===== config.mk =====
export PLATFORM = sky130hd
export DESIGN_NAME = popcount28_unary_gen
export DESIGN_NICKNAME = d
export VERILOG_FILES = /design/src/rtl/popcount28_unary_gen.sv
export SDC_FILE = /design/constraint.sdc
export NUM_CORES = 1
export LEC_CHECK = 0
export CAP_MARGIN = 20
export CELL_PAD_IN_SITES_DETAIL_PLACEMENT = 1
export CELL_PAD_IN_SITES_GLOBAL_PLACEMENT = 2
export CORE_MARGIN = 10
export CORE_UTILIZATION = 36
export CTS_CLUSTER_DIAMETER = 30
export DETAILED_ROUTE_END_ITERATION = 8
export GPL_TIMING_DRIVEN = 0
export PLACE_DENSITY = 0.87
export SKIP_LAST_GASP = 1
export SYNTH_ARGS = -nofsm -noshare
export SYNTH_HDL_FRONTEND = slang
export SYNTH_SLANG_ARGS = --single-unit

===== constraint.sdc =====
create_clock -name clk -period 6.2 [get_ports clk]
set_input_delay 1.86 -clock clk [delete_from_list [all_inputs] [get_ports clk]]
set_output_delay 1.86 -clock clk [all_outputs]
set_load 0.05 [all_outputs]

===== src/rtl/popcount28_unary_gen.sv =====
// popcount28_unary_gen
// Regenerates a 28-bit vector whose popcount equals a requested 5-bit count,
// saturated at 28. Two patterns are supported: thermometer (ones first) and
// spread (ones evenly distributed via a Bresenham-style accumulator).
// The vector is streamed bit-serially (position 0 first) while it is being
// assembled into a parallel word, which is then held until consumed.
//
// Cycle plan for an accept on edge T:
//   RUN is entered at T. Edges T+1..T+28 register positions 0..27 onto the
//   serial outputs. Edge T+29 is a drain step that drops ser_valid and moves
//   to DONE, so out_valid is seen after edge T+29. With out_ready high, DONE
//   lasts one cycle and in_ready is back after edge T+30.
module popcount28_unary_gen #(
  parameter int N  = 28,
  parameter int CW = 5
) (
  input  logic          clk,
  input  logic          rst,
  input  logic [CW-1:0] input_a,
  input  logic          mode,
  input  logic          in_valid,
  output logic          in_ready,
  output logic          ser_valid,
  output logic          ser_bit,
  output logic [CW-1:0] ser_idx,
  output logic [N-1:0]  popcount28_unary_gen_out,
  output logic          out_valid,
  input  logic          out_ready,
  output logic          sat
);

  typedef enum logic [1:0] {
    IDLE = 2'd0,
    RUN  = 2'd1,
    DONE = 2'd2
  } state_t;

  // Largest representable count; also the position value that marks the drain step.
  localparam logic [CW-1:0] K_MAX    = CW'(N);
  localparam logic [CW:0]   ACC_WRAP = (CW + 1)'(N);
  localparam logic [CW-1:0] POS_ONE  = CW'(1);

  state_t        state_r;
  state_t        state_next_s;

  logic [CW-1:0] k_r;
  logic          mode_r;
  logic          sat_r;
  logic [CW:0]   acc_r;
  logic [CW-1:0] pos_r;
  logic [N-1:0]  vec_r;
  logic          ser_valid_r;
  logic          ser_bit_r;
  logic [CW-1:0] ser_idx_r;

  logic [CW-1:0] k_in_s;
  logic          sat_in_s;
  logic [CW:0]   sum_s;
  logic          hit_s;
  logic [CW:0]   acc_next_s;
  logic          bit_s;
  logic          drain_s;

  // Request clamping, accumulator step and bit selection for the current position.
  always_comb begin
    k_in_s     = input_a;
    sat_in_s   = 1'b0;
    sum_s      = acc_r + {1'b0, k_r};
    hit_s      = 1'b0;
    acc_next_s = sum_s;
    bit_s      = 1'b0;
    drain_s    = (pos_r == K_MAX);

    if (input_a > K_MAX) begin
      k_in_s   = K_MAX;
      sat_in_s = 1'b1;
    end else begin
      k_in_s   = input_a;
      sat_in_s = 1'b0;
    end

    // acc stays below 28 and k is at most 28, so one subtraction suffices.
    if (sum_s >= ACC_WRAP) begin
      hit_s      = 1'b1;
      acc_next_s = sum_s - ACC_WRAP;
    end else begin
      hit_s      = 1'b0;
      acc_next_s = sum_s;
    end

    if (mode_r) begin
      bit_s = hit_s;
    end else begin
      bit_s = (pos_r < k_r);
    end
  end

  // Next-state decode for the IDLE -> RUN -> DONE sequence.
  always_comb begin
    state_next_s = state_r;
    case (state_r)
      IDLE: begin
        if (in_valid) begin
          state_next_s = RUN;
        end else begin
          state_next_s = IDLE;
        end
      end
      RUN: begin
        if (drain_s) begin
          state_next_s = DONE;
        end else begin
          state_next_s = RUN;
        end
      end
      DONE: begin
        if (out_ready) begin
          state_next_s = IDLE;
        end else begin
          state_next_s = DONE;
        end
      end
      default: state_next_s = IDLE;
    endcase
  end

  // State register.
  always_ff @(posedge clk or posedge rst) begin
    if (rst) begin
      state_r <= IDLE;
    end else begin
      state_r <= state_next_s;
    end
  end

  // Request latch, serial emission and parallel vector assembly.
  always_ff @(posedge clk or posedge rst) begin
    if (rst) begin
      k_r         <= '0;
      mode_r      <= 1'b0;
      sat_r       <= 1'b0;
      acc_r       <= '0;
      pos_r       <= '0;
      vec_r       <= '0;
      ser_valid_r <= 1'b0;
      ser_bit_r   <= 1'b0;
      ser_idx_r   <= '0;
    end else begin
      case (state_r)
        IDLE: begin
          ser_valid_r <= 1'b0;
          ser_bit_r   <= 1'b0;
          ser_idx_r   <= '0;
          if (in_valid) begin
            k_r    <= k_in_s;
            mode_r <= mode;
            sat_r  <= sat_in_s;
            acc_r  <= '0;
            pos_r  <= '0;
            vec_r  <= '0;
          end
        end
        RUN: begin
          if (drain_s) begin
            ser_valid_r <= 1'b0;
            ser_bit_r   <= 1'b0;
            ser_idx_r   <= '0;
          end else begin
            ser_valid_r  <= 1'b1;
            ser_bit_r    <= bit_s;
            ser_idx_r    <= pos_r;
            vec_r[pos_r] <= bit_s;
            pos_r        <= pos_r + POS_ONE;
            if (mode_r) begin
              acc_r <= acc_next_s;
            end
          end
        end
        DONE: begin
          ser_valid_r <= 1'b0;
          ser_bit_r   <= 1'b0;
          ser_idx_r   <= '0;
        end
        default: begin
          ser_valid_r <= 1'b0;
          ser_bit_r   <= 1'b0;
          ser_idx_r   <= '0;
        end
      endcase
    end
  end

  assign in_ready                 = (state_r == IDLE);
  assign out_valid                = (state_r == DONE);
  assign ser_valid                = ser_valid_r;
  assign ser_bit                  = ser_bit_r;
  assign ser_idx                  = ser_idx_r;
  assign popcount28_unary_gen_out = vec_r;
  assign sat                      = sat_r;

endmodule


==> results.yml, run 1 <==
sta:
  setup_tns_ns: 0
  hold_slack_ns: 0.498
  worst_slew_slack_as_a_fraction_of_its_limit_pct: 37.9
  fin_crit_ns: 3.60
  final.period_utilization_pct: 58.1
  maxClockFrequency_mhz: 278
  transition_at_the_pin_with_the_smallest_max_transition_slack_ns: 0.929
  final-max-slew-violation-count: 0
  timing_hold_violations_final: 0
  grt_setup_unrepaired: "no"
  clock_skew_ns: 0.00344
  final-setup-viol-count: 0
critical_path:
  critPathArrivalTime_ns: 1.74
  critical-path-slowest-cell: "sky130_fd_sc_hd__clkdlybuf4s50_1"
  setup.worst_path.start: "state_r[1]$_DFF_PP0_"
  critical-path-top-delay-family: "buffers and inverters"
  cp.required_ns: 4.34
  crit_path_max_fanout: 4
  path_cells: "nor2b_1 > clkdlybuf4s50_1"
  worst_path_largest_cell_delay_ns: 0.84
  start_kind: "register"
  regToRegSetupSlack_ns: 3.58
  cp-end-kind: "primary output"
  timing.setup.critical_path_class: "register to primary output"
  regToRegStartpoint: "k_r[0]$_DFFE_PP0P_"
  worstPathBufferInverterCount: 1
yosys:
  yosys_warnings: 0
  area_fraction_in_and_or_nand_and_nor_cells_after_synthesis_pct: 14.8
  number_of_enable_flip_flop_cells_after_synthesis: 0
  most_instantiated_library_cell_after_synthesis: "sky130_fd_sc_hd__dfrtp_1"
  area_share_of_the_largest_cell_type_after_synthesis_pct: 47.1
  post_synth_xor_area_fraction_pct: 2.06
  ys_async_sr_fraction_pct: 100
  seq_area_frac_synth_pct: 47.1
  syn_area_um2: 2920
  proportion_of_synthesized_area_in_mux_cells_pct: 1.07
  synthesis.instances: 304
  syn_area_cell_um2: 9.61
  post_synth_most_frequent_cells: "sky130_fd_sc_hd__dfrtp_1 (55), sky130_fd_sc_hd__nand2_1 (49), sky130_fd_sc_hd__o21ai_0 (37)"
  ys_types: 43
  synth_top_cells_by_area: "sky130_fd_sc_hd__dfrtp_1 (47%), sky130_fd_sc_hd__o21ai_0 (6.3%), sky130_fd_sc_hd__nand2_1 (6.3%)"
  synth-compound-area-share_pct: 23.5
  synth.ff_latch_count: 55
  synth_top_family_by_area: "compound AO/OA/AOI/OAI gates"
  ys_dominant_reg_cell: "sky130_fd_sc_hd__dfrtp_1"
  synth_top_area_cell: "sky130_fd_sc_hd__dfrtp_1"
  synthesis.nets: 329
  synth-adder-area-share_pct: 6.68
detailed_routing:
  wl_mm: 8.07
  initialDrtViolationCount: 46
  wl_per_cell_um: 17.5
  detail_route.vias_per_cell: 5.15
  via_count: 2378
  drtAntennaViolNets: 0
  dr.pass1.iters: 4
  drcViolationCount: 0
floorplan:
  die_x_um: 110
  start_util_pct: 37.4
  die_area_um2: 12100
  placeableCoreArea_um2: 7810
  top_level_ports: 48
  floorplan.die.height_um: 110
  fp-row-count: 32
cts:
  tritoncts_num_sinks: 55
  hold_buffers: 0
  cts.repair_timing.setup_buffer_count: 0
  cts_resized: 0
  cts_max_level: 2
  worst_skew_pair.late_latency_ns: 0.30
  worst_setup_hold_path_clk_slew_ns: 0.10
  cts_tree: "yes"
  clock_root_buffer: "sky130_fd_sc_hd__clkbuf_8"
  ctsLongestPathBuffers: 2
  cts_inserted_buffers: 5
global_route:
  use_met2_pct: 23.4
  grt_pass1_vias: 2662
  grt.overflow.total: 0
  first_pass_grt_wire_length_mm: 13.7
  pin_count_of_the_biggest_net_entering_global_routing: 33
  grt_use_met1_pct: 17.9
  initial_antenna_violation_count: 0
  gr_peak_layer: "met2"
  groute.layer.met3.usage_pct: 3.77
  grt.total_usage_pct: 14.0
min_path:
  worstHoldPathType: "register to register"
  hold_start: "sat$_DFFE_PP0P_"
placed_design:
  placement.io_buffers: 47
  place_congestion: 0.799
  placed_cells_incl_taps: 454
  detailed_place_hpwl_mm: 6.06
finish:
  number_of_nets_in_the_layout: 384
  syn2layout_area_growth_pct: 25.2
  share_of_layout_cells_above_drive_strength_1_pct: 12.5
  final-instance-count-excl-fill: 462
  multiInputGateArea_um2: 1410
  ff_latch_area_um2: 1380
  n_fill_cell: 901
  num_antenna_cells: 0
run:
  cap_viol_max_count: 0
run_status:
  status: "finished clean"
==> worst paths after layout <==
kind	end	cells past startpoint
min in group asynchronous	ser_idx[4]$_DFF_PP0_	2
max in group asynchronous	popcount28_unary_gen_out[26]$_DFFE_PP0P_	3
worst min-delay path	sat$_DFFE_PP0P_	2
worst max register to register	popcount28_unary_gen_out[17]$_DFFE_PP0P_	9
worst max-delay path	out_valid	2
worst min register to register	sat$_DFFE_PP0P_	2
==> worst register-to-register path: cells and delay by family (launching register included) <==
kind                       cells  cell delay [ns]
adders and majority gates      2             0.64
AOI/OAI and AO/OA              5             0.93
xor gates and xnor gates       1             0.29
DFF                            1             0.43
buffers and inverters          1             0.23
==> metrics by stage <==
step / setup slack, ns / area (um2) / util (%)
final: 2.60 / 3660 / 46.8
after global routing: 2.46 / 3660 / 46.8
after CTS: 2.57 / 3660 / 46.8
after detailed placement: 2.57 / 3540 / 45.3
after global placement: 1.86 / 3520 / 45.1
after floorplan: 3.00 / 2920 / -
==> registers in the layout, indices dropped and copies added, names as in the netlist <==
signal	cells
state_r	2
pos_r	5
acc_r	6
ser_idx	5
k_r	5
popcount28_unary_gen_out	28
ser_valid	1
sat	1
mode_r	1
ser_bit	1
==> cells by family after synthesis <==
logic type | count (synthesis)
compound gates | 101
simple gates | 93
flops | 55
buf+inv | 31
fa+ha+maj | 15
xor+xnor | 6
mux | 3
==> layout make-up <==
| type | count | area share [%] |
|---|---|---|
| buffer | 19 | 2.60 |
| inverter | 12 | 1.23 |
| clock inverter | 2 | 0.958 |
| timing repair buffer | 48 | 13.4 |
| tap | 102 | 3.49 |
| sequential | 55 | 37.6 |
| multi-input combinational | 218 | 38.4 |
| clock buffer | 6 | 2.26 |
==> layout by cell type, fill, tap and decap left out, types with 2 or more instances in the layout <==
cell type / synthesis / routed
sky130_fd_sc_hd__a21oi_2: 2 / 2
sky130_fd_sc_hd__clkdlybuf4s50_1: 0 / 47
sky130_fd_sc_hd__o211ai_1: 7 / 7
sky130_fd_sc_hd__o21ai_2: 19 / 19
sky130_fd_sc_hd__dfrtp_1: 55 / 55
sky130_fd_sc_hd__mux2i_1: 2 / 2
sky130_fd_sc_hd__ha_1: 14 / 14
sky130_fd_sc_hd__nor3b_1: 2 / 2
sky130_fd_sc_hd__a211oi_1: 2 / 2
sky130_fd_sc_hd__and2_1: 7 / 7
sky130_fd_sc_hd__xor2_1: 4 / 4
sky130_fd_sc_hd__nor2_1: 8 / 8
sky130_fd_sc_hd__nor2b_1: 5 / 5
sky130_fd_sc_hd__nand2b_1: 2 / 2
sky130_fd_sc_hd__nand2_1: 49 / 49
sky130_fd_sc_hd__and3_1: 2 / 2
sky130_fd_sc_hd__buf_6: 2 / 2
sky130_fd_sc_hd__buf_2: 4 / 4
sky130_fd_sc_hd__o21ai_0: 37 / 37
sky130_fd_sc_hd__a21oi_1: 22 / 22
sky130_fd_sc_hd__clkbuf_8: 0 / 6
sky130_fd_sc_hd__clkbuf_1: 11 / 11
sky130_fd_sc_hd__o31ai_1: 2 / 2
sky130_fd_sc_hd__inv_1: 12 / 11
sky130_fd_sc_hd__nand3_1: 14 / 14
==> metal layers <==
metal | routed length [um] | share of wire [%] | vias up
met3 | 449 | 5.6 | 4
met4 | 47 | 0.58 | 0
met5 | 0 | 0 | -
li1 | - | - | 1163
met1 | 3620 | 45 | 1173
met2 | 3950 | 49 | 38
Power of run 1 is not shown: default switching activity piles up to over one toggle a cycle in this logic, so the estimate is an artifact.
==> run 2: changes to the inputs <==
- CORE_UTILIZATION: 36 -> 33
- PLACE_DENSITY: 0.87 -> 0.81
- clock period: 6.2 -> 3.6 ns (I/O delays scaled with it)
==> results.yml, run 2 (synthesis results as in run 1) <==
run_status:
  status: "finished clean"
cts:
  worst_skew_pair.late_latency_ns: 0.31
  cts_tree: "yes"
  tritoncts_num_sinks: 55
  clock_root_buffer: "sky130_fd_sc_hd__clkbuf_8"
  cts.repair_timing.setup_buffer_count: 0
  cts_max_level: 2
  cts_resized: 0
  ctsLongestPathBuffers: 2
  worst_setup_hold_path_clk_slew_ns: 0.09
  hold_buffers: 0
  cts_inserted_buffers: 5
critical_path:
  regToRegSetupSlack_ns: 0.93
  critical-path-slowest-cell: "sky130_fd_sc_hd__clkdlybuf4s50_1"
  worst_r2r_path_depth: 9
  timing.setup.critical_path_class: "register to primary output"
  cp-end-kind: "primary output"
  critPathArrivalTime_ns: 1.79
  reg2reg_to: "popcount28_unary_gen_out[17]$_DFFE_PP0P_"
  cp.required_ns: 2.52
  path_cells: "nor2_1 > clkdlybuf4s50_1"
  crit_path_max_fanout: 4
  worst_path_largest_cell_delay_ns: 0.85
  critical-path-top-delay-family: "buffers and inverters"
  start_kind: "register"
  regToRegStartpoint: "k_r[0]$_DFFE_PP0P_"
  worstPathBufferInverterCount: 1
global_route:
  grt.total_usage_pct: 13.0
  first_pass_grt_wire_length_mm: 13.9
  initial_antenna_violation_count: 0
  pin_count_of_the_biggest_net_entering_global_routing: 36
  grt.overflow.total: 0
  grt_pass1_vias: 2613
finish:
  most_common_library_cell_in_the_layout_ignoring_fill_and_taps: "sky130_fd_sc_hd__dfrtp_1"
  postLayoutCoreUtil_pct: 41.7
  syn2layout_area_growth_pct: 23.9
  num_antenna_cells: 0
  number_of_nets_in_the_layout: 384
  share_of_layout_cells_above_drive_strength_1_pct: 11.7
  largest_reg_flops: 28
  final_cell_mix: "sky130_fd_sc_hd__dfrtp_1 (55), sky130_fd_sc_hd__nand2_1 (49), sky130_fd_sc_hd__clkdlybuf4s50_1 (47)"
placed_design:
  post-place-ws_ns: 0.722
  place_congestion: 0.770
  detailed_place_hpwl_mm: 6.02
  placement.io_buffers: 47
min_path:
  hold_end: "sat$_DFFE_PP0P_"
  holdPathStages: 2
  hold_start: "sat$_DFFE_PP0P_"
  worstHoldPathType: "register to register"
floorplan:
  die_x_um: 114
  floorplan.die.height_um: 114
  top_level_ports: 48
  placeableCoreArea_um2: 8680
  start_util_pct: 33.7
  fp-row-count: 34
  die_area_um2: 13000
sta:
  final-max-slew-violation-count: 0
  worst_slew_slack_as_a_fraction_of_its_limit_pct: 37.7
  final.period_utilization_pct: 79.7
  timing_hold_violations_final: 0
  clock_skew_ns: 0.00487
  grt_setup_unrepaired: "no"
  transition_at_the_pin_with_the_smallest_max_transition_slack_ns: 0.933
  fin_crit_ns: 2.87
  worst_case_setup_margin_in_the_final_layout_ns: 0.732
  final-setup-viol-count: 0
  maxClockFrequency_mhz: 349
  setup_tns_ns: 0
detailed_routing:
  dr.pass1.iters: 4
  top_signal_layer_used: "met4"
  drtAntennaViolNets: 0
  detail_route.vias_per_cell: 5.10
  via_count: 2377
  routed-wl-met3_um: 286
  wl_per_cell_um: 17.2
  wl_mm: 8.01
  drcViolationCount: 0
  initialDrtViolationCount: 43
  dr_wl_met2_mm: 3.93
  m1WireLength_mm: 3.69
run:
  cap_viol_max_count: 0
run 2: cell count changes in the layout (fill, tap and decap cells not counted), sizes merged:
cell    before  now
bufinv       1    0
clkinv       1    0
run 2: worst max-delay path by stage:
stage | startpoint | to | cells after the start
2_1_floorplan | rst | acc_r[0]$_DFFE_PP0P_ | 1
3_3_place_gp | rst | popcount28_unary_gen_out[8]$_DFFE_PP0P_ | 2
3_5_place_dp | in_valid | popcount28_unary_gen_out[5]$_DFFE_PP0P_ | 7
4_1_cts | state_r[1]$_DFF_PP0_ | out_valid | 2
5_1_grt | state_r[0]$_DFF_PP0_ | in_ready | 2
6_report | state_r[0]$_DFF_PP0_ | in_ready | 2
run 2: layer usage:
metal  GRT usage (%)  vias up
li1                -     1163
met4            2.92        0
met2            22.3       24
met5               0        -
met1            16.1     1183
met3            3.20        7
run 2: area by class of cell:
cell class / count / area, um2
multi-input combinational: 218 / 1410
inverter: 12 / 45.0
buffer: 19 / 95.1
fill: 1025 / 5060
tap: 108 / 135
timing repair buffer: 48 / 490
clock buffer: 6 / 72.6
sequential: 55 / 1380
run 2: through the flow:
stage / hold WS [ns] / area [um2] / cells
global route: 0.522 / 3620 / 466
CTS: 0.496 / 3620 / 466
detailed placement: 0.473 / 3550 / 460
finish: 0.487 / 3620 / 466
global placement: 0.465 / 3530 / 459
floorplan: 0.453 / 2920 / 304
run 2: worst reg2reg max path: stages, from the launching register on:
cell                      delay, ns
sky130_fd_sc_hd__dfrtp_1       0.42
sky130_fd_sc_hd__ha_1          0.24
sky130_fd_sc_hd__fa_1          0.41
sky130_fd_sc_hd__a21o_1        0.19
sky130_fd_sc_hd__a21oi_2       0.17
sky130_fd_sc_hd__xor2_2        0.29
sky130_fd_sc_hd__o22ai_4       0.18
sky130_fd_sc_hd__a31oi_4       0.33
sky130_fd_sc_hd__buf_6         0.24
sky130_fd_sc_hd__o21ai_2       0.08
Power of run 2 is left out for the same reason.
==> run 3: changes to the inputs <==
- clock period: 3.6 -> 2.8 ns (I/O delays scaled with it)
==> results.yml, run 3 (synthesis results as in run 1) <==
sta:
  transition_at_the_pin_with_the_smallest_max_transition_slack_ns: 0.927
  maxClockFrequency_mhz: 377
  grt_setup_unrepaired: "no"
  worst_case_setup_margin_in_the_final_layout_ns: 0.145
  final-setup-viol-count: 0
  worst_slew_slack_as_a_fraction_of_its_limit_pct: 38.1
  timing_hold_violations_final: 0
  fin_crit_ns: 2.66
  clock_skew_ns: 0.00618
  final-max-slew-violation-count: 0
  final.period_utilization_pct: 94.8
detailed_routing:
  dr.pass1.iters: 4
  drcViolationCount: 0
  drtAntennaViolNets: 0
  via_count: 2384
  wl_mm: 7.98
  wl_per_cell_um: 17.1
  initialDrtViolationCount: 37
  detail_route.vias_per_cell: 5.10
placed_design:
  detailed_place_hpwl_mm: 6.02
  place_congestion: 0.770
  post-place-ws_ns: 0.118
  placement.io_buffers: 47
cts:
  hold_buffers: 0
  cts_tree: "yes"
  tritoncts_num_sinks: 55
  worst_setup_hold_path_clk_slew_ns: 0.09
  cts_inserted_buffers: 5
  clock_root_buffer: "sky130_fd_sc_hd__clkbuf_8"
  worst_skew_pair.late_latency_ns: 0.30
  ctsLongestPathBuffers: 2
  cts_max_level: 2
global_route:
  grt_pass1_vias: 2613
  first_pass_grt_wire_length_mm: 13.9
  pin_count_of_the_biggest_net_entering_global_routing: 36
  initial_antenna_violation_count: 0
  grt.overflow.total: 0
  grt.total_usage_pct: 13.0
min_path:
  worstHoldPathType: "register to register"
finish:
  num_antenna_cells: 0
  syn2layout_area_growth_pct: 24.4
  number_of_nets_in_the_layout: 385
  final_cell_mix: "sky130_fd_sc_hd__dfrtp_1 (55), sky130_fd_sc_hd__nand2_1 (49), sky130_fd_sc_hd__clkdlybuf4s50_1 (47)"
  share_of_layout_cells_above_drive_strength_1_pct: 12.3
  most_common_library_cell_in_the_layout_ignoring_fill_and_taps: "sky130_fd_sc_hd__dfrtp_1"
  largest_reg_flops: 28
run:
  cap_viol_max_count: 0
critical_path:
  cp.required_ns: 2.99
  regToRegSetupSlack_ns: 0.14
  path_cells: "ha_1 > fa_1 > a21o_1 > a21oi_2 > xor2_2 > o22ai_4 > a31oi_4 > buf_6 > o21ai_2"
  worst_path_largest_cell_delay_ns: 0.45
  timing.setup.critical_path_class: "register to register"
  cp-end-kind: "register"
  crit_path_max_fanout: 10
  start_kind: "register"
  critical-path-slowest-cell: "sky130_fd_sc_hd__fa_1"
  worstPathBufferInverterCount: 1
  critPathArrivalTime_ns: 2.84
  critical-path-top-delay-family: "compound AO/OA/AOI/OAI gates"
floorplan:
  fp-row-count: 34
  start_util_pct: 33.7
  top_level_ports: 48
  die_x_um: 114
  placeableCoreArea_um2: 8680
  floorplan.die.height_um: 114
  die_area_um2: 13000
run_status:
  status: "finished clean"
run 3: timing repair:
action	CTS	global route
gates resized for setup	0	1
buffers inserted	0	1
setup endpoints to repair	0	18
run 3: cell type report:
type	instances	area, um2
buffer	19	95.1
sequential	55	1380
tap	108	135
clock buffer	6	72.6
timing repair buffer	49	498
inverter	12	45.0
fill	1026	5040
multi-input combinational	218	1410
run 3: metrics by stage:
step | cells | util [%] | hold WS, ns | TNS (ns) | area [um2]
3_3_place_gp | 459 | 40.6 | 0.465 | -29.06 | 3530
3_5_place_dp | 460 | 40.9 | 0.473 | 0 | 3550
4_1_cts | 466 | 41.7 | 0.496 | 0 | 3620
6_report | 467 | 41.9 | 0.487 | 0 | 3630
5_1_grt | 467 | 41.9 | 0.522 | 0 | 3630
2_1_floorplan | 304 | - | 0.453 | 0 | 2920
run 3: path summary, 6_finish.rpt:
path / end / startpoint / cells past startpoint
max: popcount28_unary_gen_out[17]$_DFFE_PP0P_ / k_r[0]$_DFFE_PP0P_ / 9
max reg2reg: popcount28_unary_gen_out[17]$_DFFE_PP0P_ / k_r[0]$_DFFE_PP0P_ / 9
min: sat$_DFFE_PP0P_ / sat$_DFFE_PP0P_ / 2
min reg2reg: sat$_DFFE_PP0P_ / sat$_DFFE_PP0P_ / 2
min in group asynchronous: ser_valid$_DFF_PP0_ / rst / 2
max in group asynchronous: ser_idx[4]$_DFF_PP0_ / rst / 3
run 3: per-layer routing:
layer  share of wire, %  track usage (%)  vias to the layer above
met5                  0                0                        -
met4                1.3             2.92                        0
met3                3.6             3.20                        7
met2                 49             22.3                       24
met1                 46             16.1                     1191
li1                   -                -                     1162
run 3: worst reg2reg max path: stages (launching register included):
cell and delay [ns]:
sky130_fd_sc_hd__dfrtp_1 0.42, sky130_fd_sc_hd__ha_1 0.24, sky130_fd_sc_hd__fa_1 0.45, sky130_fd_sc_hd__a21o_1 0.20
sky130_fd_sc_hd__a21oi_2 0.17, sky130_fd_sc_hd__xor2_2 0.29, sky130_fd_sc_hd__o22ai_4 0.18, sky130_fd_sc_hd__a31oi_4 0.28
sky130_fd_sc_hd__buf_6 0.22, sky130_fd_sc_hd__o21ai_2 0.08
Power of run 3 is left out for the same reason.
